File: src/rtl/sdram_ctrl_pkg.sv
// Shared SDRAM command encodings, controller state type and refresh-pending limits.
// Define SDRAM_REFRESH_BURST_EN to let one grant drain up to 8 owed refreshes.
package sdram_ctrl_pkg;

  typedef struct packed {
    logic cke;
    logic cs_n;
    logic ras_n;
    logic cas_n;
    logic we_n;
  } sdram_cmds_t;

  localparam sdram_cmds_t CmdInhCkel = 5'b00111;
  localparam sdram_cmds_t CmdNop     = 5'b10111;
  localparam sdram_cmds_t CmdPre     = 5'b10010;
  localparam sdram_cmds_t CmdRef     = 5'b10001;
  localparam sdram_cmds_t CmdLmr     = 5'b10000;

  typedef enum logic [3:0] {
    StWaitPwr, StPreAll, StPreW, StIref, StIrefW, StLmr, StLmrW,
    StIdle, StReq, StRpre, StRpreW, StRref, StRrefW
  } state_e;

  localparam int unsigned PendW = 4;
`ifdef SDRAM_REFRESH_BURST_EN
  localparam int unsigned PendMax = 8;
  localparam bit          BurstEn = 1'b1;
`else
  localparam int unsigned PendMax = 1;
  localparam bit          BurstEn = 1'b0;
`endif

endpackage

File: src/rtl/sdram_ref_timer.sv
// Refresh interval timer and owed-refresh counter with sticky overflow flag.
module sdram_ref_timer
  import sdram_ctrl_pkg::*;
#(
  parameter int unsigned REF_INTERVAL = 780
) (
  input  logic             clk_i,
  input  logic             rst_ni,
  input  logic             run_i,
  input  logic             ref_issue_i,
  output logic             tick_o,
  output logic [PendW-1:0] pending_o,
  output logic             err_o
);

  localparam int unsigned TimerW = (REF_INTERVAL > 1) ? $clog2(REF_INTERVAL) : 1;
  localparam logic [TimerW-1:0] Reload = TimerW'(REF_INTERVAL - 1);

  logic [TimerW-1:0] timer_q, timer_d;
  logic [PendW-1:0]  pend_q, pend_d;
  logic              err_q, err_d;
  logic              tick;

  assign tick = run_i && (timer_q == '0);

  always_comb begin
    timer_d = timer_q;
    pend_d  = pend_q;
    err_d   = err_q;
    // Timer holds the reload value until init completes, so it starts on the first idle cycle.
    if (!run_i || tick) begin
      timer_d = Reload;
    end else begin
      timer_d = timer_q - TimerW'(1);
    end
    if (tick && !ref_issue_i) begin
      if (pend_q == PendW'(PendMax)) begin
        err_d = 1'b1;
      end else begin
        pend_d = pend_q + PendW'(1);
      end
    end else if (ref_issue_i && !tick && (pend_q != '0)) begin
      pend_d = pend_q - PendW'(1);
    end
  end

  always_ff @(posedge clk_i or negedge rst_ni) begin
    if (!rst_ni) begin
      timer_q <= '0;
      pend_q  <= '0;
      err_q   <= 1'b0;
    end else begin
      timer_q <= timer_d;
      pend_q  <= pend_d;
      err_q   <= err_d;
    end
  end

  assign tick_o    = tick;
  assign pending_o = pend_q;
  assign err_o     = err_q;

endmodule

File: src/rtl/sdram_init_ref_ctrl.sv
// SDRAM power-up init sequencer and periodic auto-refresh requester, registered outputs.
// Refresh bursting is enabled by defining SDRAM_REFRESH_BURST_EN.
module sdram_init_ref_ctrl
  import sdram_ctrl_pkg::*;
#(
  parameter int unsigned SDRAM_ADDR_SIZE = 13,
  parameter int unsigned SDRAM_BA_SIZE   = 2,
  parameter int unsigned INIT_WAIT       = 20000,
  parameter int unsigned TRP             = 3,
  parameter int unsigned TRFC            = 9,
  parameter int unsigned TMRD            = 2,
  parameter int unsigned INIT_REFRESHES  = 8,
  parameter int unsigned REF_INTERVAL    = 780
) (
  input  logic                       clk_i,
  input  logic                       rst_ni,
  input  logic [SDRAM_ADDR_SIZE-1:0] mode_i,
  input  logic                       ref_gnt_i,
  output sdram_cmds_t                cmd_o,
  output logic [SDRAM_BA_SIZE-1:0]   ba_o,
  output logic [SDRAM_ADDR_SIZE-1:0] addr_o,
  output logic                       init_done_o,
  output logic                       ref_req_o,
  output logic                       own_o,
  output logic                       ref_err_o
);

  localparam int unsigned CntW  = $clog2(INIT_WAIT + TRP + TRFC + TMRD + 1);
  localparam int unsigned IrefW = $clog2(INIT_REFRESHES + 2);

  state_e                     state_q, state_d;
  logic [CntW-1:0]            cnt_q, cnt_d;
  logic [IrefW-1:0]           iref_q, iref_d;
  sdram_cmds_t                cmd_q, cmd_d;
  logic [SDRAM_ADDR_SIZE-1:0] addr_q, addr_d;
  logic                       done_q, done_d, req_q, req_d, own_q, own_d;
  logic                       tick, owed;
  logic [PendW-1:0]           pending;

  sdram_ref_timer #(
    .REF_INTERVAL (REF_INTERVAL)
  ) u_ref_timer (
    .clk_i       (clk_i),
    .rst_ni      (rst_ni),
    .run_i       (done_q),
    .ref_issue_i (state_q == StRref),
    .tick_o      (tick),
    .pending_o   (pending),
    .err_o       (ref_err_o)
  );

  assign owed = (pending != '0) || tick;

  always_comb begin
    state_d = state_q;
    cnt_d   = cnt_q + CntW'(1);
    iref_d  = iref_q;
    unique case (state_q)
      StWaitPwr: if (cnt_q == CntW'(INIT_WAIT)) state_d = StPreAll;
      StPreAll: begin
        cnt_d   = CntW'(1);
        state_d = (TRP > 1) ? StPreW : StIref;
      end
      StPreW: if (cnt_q == CntW'(TRP - 1)) state_d = StIref;
      StIref: begin
        cnt_d   = CntW'(1);
        iref_d  = iref_q + IrefW'(1);
        state_d = (TRFC > 1) ? StIrefW :
                  (iref_d < IrefW'(INIT_REFRESHES)) ? StIref : StLmr;
      end
      StIrefW: begin
        if (cnt_q == CntW'(TRFC - 1)) begin
          state_d = (iref_q < IrefW'(INIT_REFRESHES)) ? StIref : StLmr;
        end
      end
      StLmr: begin
        cnt_d   = CntW'(1);
        state_d = (TMRD > 1) ? StLmrW : StIdle;
      end
      StLmrW: if (cnt_q == CntW'(TMRD - 1)) state_d = StIdle;
      StIdle: begin
        cnt_d = '0;
        if (owed) state_d = StReq;
      end
      StReq: begin
        cnt_d = '0;
        if (ref_gnt_i) state_d = StRpre;
      end
      StRpre: begin
        cnt_d   = CntW'(1);
        state_d = (TRP > 1) ? StRpreW : StRref;
      end
      StRpreW: if (cnt_q == CntW'(TRP - 1)) state_d = StRref;
      StRref: begin
        cnt_d   = CntW'(1);
        // The REF on the bus now is still counted in pending, hence > 1.
        state_d = (TRFC > 1) ? StRrefW :
                  (BurstEn && ((pending > PendW'(1)) || tick)) ? StRref : StIdle;
      end
      StRrefW: begin
        if (cnt_q == CntW'(TRFC - 1)) state_d = (BurstEn && owed) ? StRref : StIdle;
      end
      default: state_d = StWaitPwr;
    endcase
  end

  // Outputs are decoded from the next state so the registers line up with state_q.
  always_comb begin
    cmd_d  = CmdNop;
    addr_d = '0;
    unique case (state_d)
      StWaitPwr: cmd_d = (cnt_d == CntW'(INIT_WAIT)) ? CmdNop : CmdInhCkel;
      StPreAll, StRpre: begin
        cmd_d      = CmdPre;
        addr_d[10] = 1'b1;
      end
      StIref, StRref: cmd_d = CmdRef;
      StLmr: begin
        cmd_d  = CmdLmr;
        addr_d = mode_i;
      end
      default: ;
    endcase
    done_d = done_q || (state_d == StIdle);
    req_d  = (state_d == StReq);
    own_d  = (state_d inside {StRpre, StRpreW, StRref, StRrefW});
  end

  always_ff @(posedge clk_i or negedge rst_ni) begin
    if (!rst_ni) begin
      state_q <= StWaitPwr;
      cnt_q   <= '0;
      iref_q  <= '0;
      cmd_q   <= CmdInhCkel;
      addr_q  <= '0;
      done_q  <= 1'b0;
      req_q   <= 1'b0;
      own_q   <= 1'b0;
    end else begin
      state_q <= state_d;
      cnt_q   <= cnt_d;
      iref_q  <= iref_d;
      cmd_q   <= cmd_d;
      addr_q  <= addr_d;
      done_q  <= done_d;
      req_q   <= req_d;
      own_q   <= own_d;
    end
  end

  assign cmd_o       = cmd_q;
  assign addr_o      = addr_q;
  assign ba_o        = '0;
  assign init_done_o = done_q;
  assign ref_req_o   = req_q;
  assign own_o       = own_q;

endmodule

File: config.mk
export PLATFORM = sky130hd
export DESIGN_NAME = sdram_init_ref_ctrl
export DESIGN_NICKNAME = d
export VERILOG_FILES = /design/src/rtl/sdram_ctrl_pkg.sv /design/src/rtl/sdram_ref_timer.sv /design/src/rtl/sdram_init_ref_ctrl.sv
export SDC_FILE = /design/constraint.sdc
export NUM_CORES = 1
export LEC_CHECK = 0
export BUFFER_PORTS_ARGS = -buffer_cell sky130_fd_sc_hd__clkbuf_2
export CAP_MARGIN = 10
export CORE_MARGIN = 5
export CORE_UTILIZATION = 52
export DETAILED_ROUTE_END_ITERATION = 8
export PLACE_DENSITY = 0.83
export SLEW_MARGIN = 15
export SYNTH_ARGS = -nofsm -noshare
export SYNTH_HDL_FRONTEND = slang
export SYNTH_HIERARCHICAL = 1
export SYNTH_SLANG_ARGS = --single-unit
File: constraint.sdc
create_clock -name clk_i -period 2.4 [get_ports clk_i]
set_input_delay 0.12 -clock clk_i [delete_from_list [all_inputs] [get_ports clk_i]]
set_output_delay 0.12 -clock clk_i [all_outputs]
set_load 0.01 [all_outputs]
==> summary.md <==
| Metric | Value |
|---|---|
| Synth Warn # | 6 |
| Largest vdd supply drop | 402 uV |
| Most frequent cells after synthesis | dfrtp_1 (55), nor2_1 (30), nand2_1 (25), inv_1 (14), xnor2_1 (13) |
| Routed length per placed instance | 17.3 um |
| Initial DRC count | around 220 |
| Total track usage | 20.6% |
| Mux cell area share after synthesis | roughly 1.7% |
| DP Cell Count | 433 |
| Ant. Diodes | 0 |
| Worst r2r src | cnt_q[5]$_DFF_PN0_ |
| Hold Crit Class | input pin to flip-flop |
| Fill count | 385 |
| Final Util | 66.8% |
| Complex-gate fraction of the synthesized area | a little over a tenth |
| Finished Layout Cells | 456 |
| Reg2reg end | addr_o[0]$_DFF_PN0_ |
| Nets | roughly 400 |
| Starting Density | 53.6% |
| Register area share after synthesis | between 40% and 50% |
| CP max FO | 13 |
| Element type at the critical path start | flip-flop |
| PortBufs | 36 |
| Unrepaired setup endpoints after global routing | true |
| Cell Pwr Density | 495 nW/um^2 |
| Clk Latency, worst-skew pair | 0.34 ns |
| Failing checks | setup timing |
| Setup crit end kind | flip-flop |
| Post-route ant nets | 0 |
| Fmax | 415 MHz |
| Leakage | 1.87 nW |
| EDFF count, synth | 0 |
| Main synth FF type | dfrtp_1 |
| Via/cell ratio | 5.76 |
| Vias in the first global route | 2515 |
| Largest net degree at the start of global routing | 45 |
| Area Overhead vs Synth | 24.6% |
| Worst R2R Setup Slack | -0.01 ns |
| Distinct cell type count after synthesis | 67 |
| Final min period | 2.41 ns |
| Layout Skew | 0.00993 ns |
| Hold Path Stages | 2 |
| CP arrival | 2.63 ns |
| Synthesized area | 3180 sq um |
| Post-synth ARST share | 100% |
| Final Hold Slack | around 0.025 ns |
| Cell Rows | 28 |
| Post-synthesis simple-gate area fraction | 26.8% |
| Seq cells post-synth | 58 |
| Total power | 0.00196 W |
| TritonCTS clock tree | yes |
| Die X | roughly 88 um |
| Post-Route WL | 7880 um |
| Initial antenna violation count | 0 |
| R2R cell count | 6 |
| # DRC | 0 |
| Total iterations of the first detailed-routing run | 5 |
| Max Root-Sink Buffers | 2 |
| Die area | 7770 sq um |
| Rel. slew slack | 57.3% |
| Clock-pin slew on the worst setup and hold paths | 0.07 ns |
| Multi-input gate area | 1690 sq um |
| Status | complete, but fails checks |
| Place WS | -0.236 ns |
| Area leader, netlist | dfrtp_1 |
| Syn Area/Cell | 10.1 sq um |
| Syn Inst Count | 313 |
| Core Area | ~5900 sq um |
| WS Path Type | flip-flop to flip-flop |
| Largest family of logic cells by synthesized area | simple AND/OR/NAND/NOR gates |
| CTS Root Cell | clkbuf_8 |
| Post-synthesis adder-cell area fraction | approximately 3.9% |
| Dominant cells by area after synthesis | dfrtp_1 (43%), ha_1 (3.9%), xnor2_1 (3.6%) |
| GRT Residual Overflow | 0 |
| XOR/XNOR Fraction of Synth Area | 6.34% |
| Final hold vios | 0 |
| Final setup fails | 1 |
| Clock Sinks | 58 |
| Final period util | 100% |
| CP required | 2.62 ns |
| Most common cell in the netlist | dfrtp_1 |
| Worst Hold End | addr_o[12]$_DFF_PN0_ |
| Share of layout cells above drive strength 1 | 30.2% |
| Top-area cell type share of the netlist area | between 40% and 50% |
| Post-DP HPWL | between 4000 and 5000 um |
| Reg area | 1460 sq um |
| Slew @ Worst Pin | ~0.64 ns |
| Num CTS Buffers | 9 |
| Final worst setup slack | -0.0114 ns |
| Die H | 88.1 um |
| Max-slew violations | 0 |
| Number of max-cap violations | 0 |
| DR vias | about 2600 |
| Number of I/O pins | 40 |
| CTS H-Tree Depth | 3 |
| Min-delay src | mode_i[12] |
| First-pass GRT wire length | 12200 um |
| Placer congestion estimate | 0.875 |
sequential cells by signal, summed over array words and instances, names as in the netlist, 4 cells and up:
| signal | flops |
|---|---|
| addr_o | 13 |
| u_ref_timer/timer_q | 10 |
| u_ref_timer/pending_o | 4 |
| cnt_q | 15 |
| iref_q | 4 |
| state_q | 4 |
| cmd_o | 4 |
worst max-delay path, stage by stage, from the launching register on:
cell       delay, ns
dfrtp_1         0.40
or4b_2          0.70
nor4_4          0.38
a2bb2oi_2       0.21
nand2_1         0.09
buf_6           0.18
nor4b_2         0.32
timing repair:
item                                   in CTS  in global routing
setup endpoints to repair                  18                 13
hold buffers                                1                  0
pin swaps                                   2                  2
endpoints found under the hold margin      14                  0
gates cloned                                0                  2
setup buffers                               2                  2
resized for setup                          10                  6
cell usage in the layout, fill, tap and decap left out, types with 6 or more instances in the layout:
cell type and n:
nor2b_1 7, xor2_1 10, a21oi_1 11, nor4b_2 9
buf_4 25, ha_1 10, nor3_1 9, nand4_1 6
nand3_1 11, o21ai_0 6, clkbuf_2 36, nand2_1 25
xnor2_1 13, inv_1 14, dfrtp_1 55, nor2_1 30
clkbuf_8 12
kinds of logic after synthesis:
| kind of cell | count (synthesis) |
|---|---|
| DFF | 58 |
| other | 1 |
| muxes | 5 |
| adders and majority gates | 10 |
| buffers and inverters | 30 |
| and+or+nand+nor | 140 |
| xor gates and xnor gates | 23 |
| AOI/OAI and AO/OA | 46 |
through the flow:
step / instance area [sq um] / setup TNS (ns)
floorplan: 3190 / 0
global placement: 3550 / -1.75
detailed placement: 3550 / -3.14
CTS: 3860 / 0
global route: 3960 / -0.636
finish: 3960 / -0.0114
where the power goes:
part / switching (W) / internal, W / total, W
combinational: 0.0000250 / 0.0000150 / 0.0000399
sequential: 0 / 0.000978 / 0.000978
clock: 0.000375 / 0.000564 / 0.000939
total: 0.000400 / 0.00156 / 0.00196
cell type report:
type	instances	area share [%]
clock buffers	14	4.36
inverters	14	1.33
clock inverters	2	0.885
repair buffers	66	11.6
multi-input cells	227	42.7
well taps	75	2.37
flip-flops and latches	58	36.8
how the worst max path moves through the flow:
stage | start | to | cells after the start
final | cnt_q[5]$_DFF_PN0_ | addr_o[0]$_DFF_PN0_ | 6
after global routing | cnt_q[5]$_DFF_PN0_ | addr_o[0]$_DFF_PN0_ | 6
after CTS | cnt_q[9]$_DFF_PN0_ | addr_o[10]$_DFF_PN0_ | 6
after detailed placement | u_ref_timer/timer_q[5]$_DFF_PN0_ | addr_o[10]$_DFF_PN0_ | 8
after global placement | u_ref_timer/timer_q[5]$_DFF_PN0_ | addr_o[10]$_DFF_PN0_ | 8
after floorplan | cnt_q[3]$_DFF_PN0_ | addr_o[0]$_DFF_PN0_ | 7
metal layers:
metal	up-vias	global-route usage, %	part of all wire (%)
met4	0	9.62	2.1
met3	14	3.57	6.8
li1	1227	-	-
met1	1280	27.1	42
met2	106	33.0	49
met5	-	0	0
No activity file was read; power rests on OpenSTA's default activity.
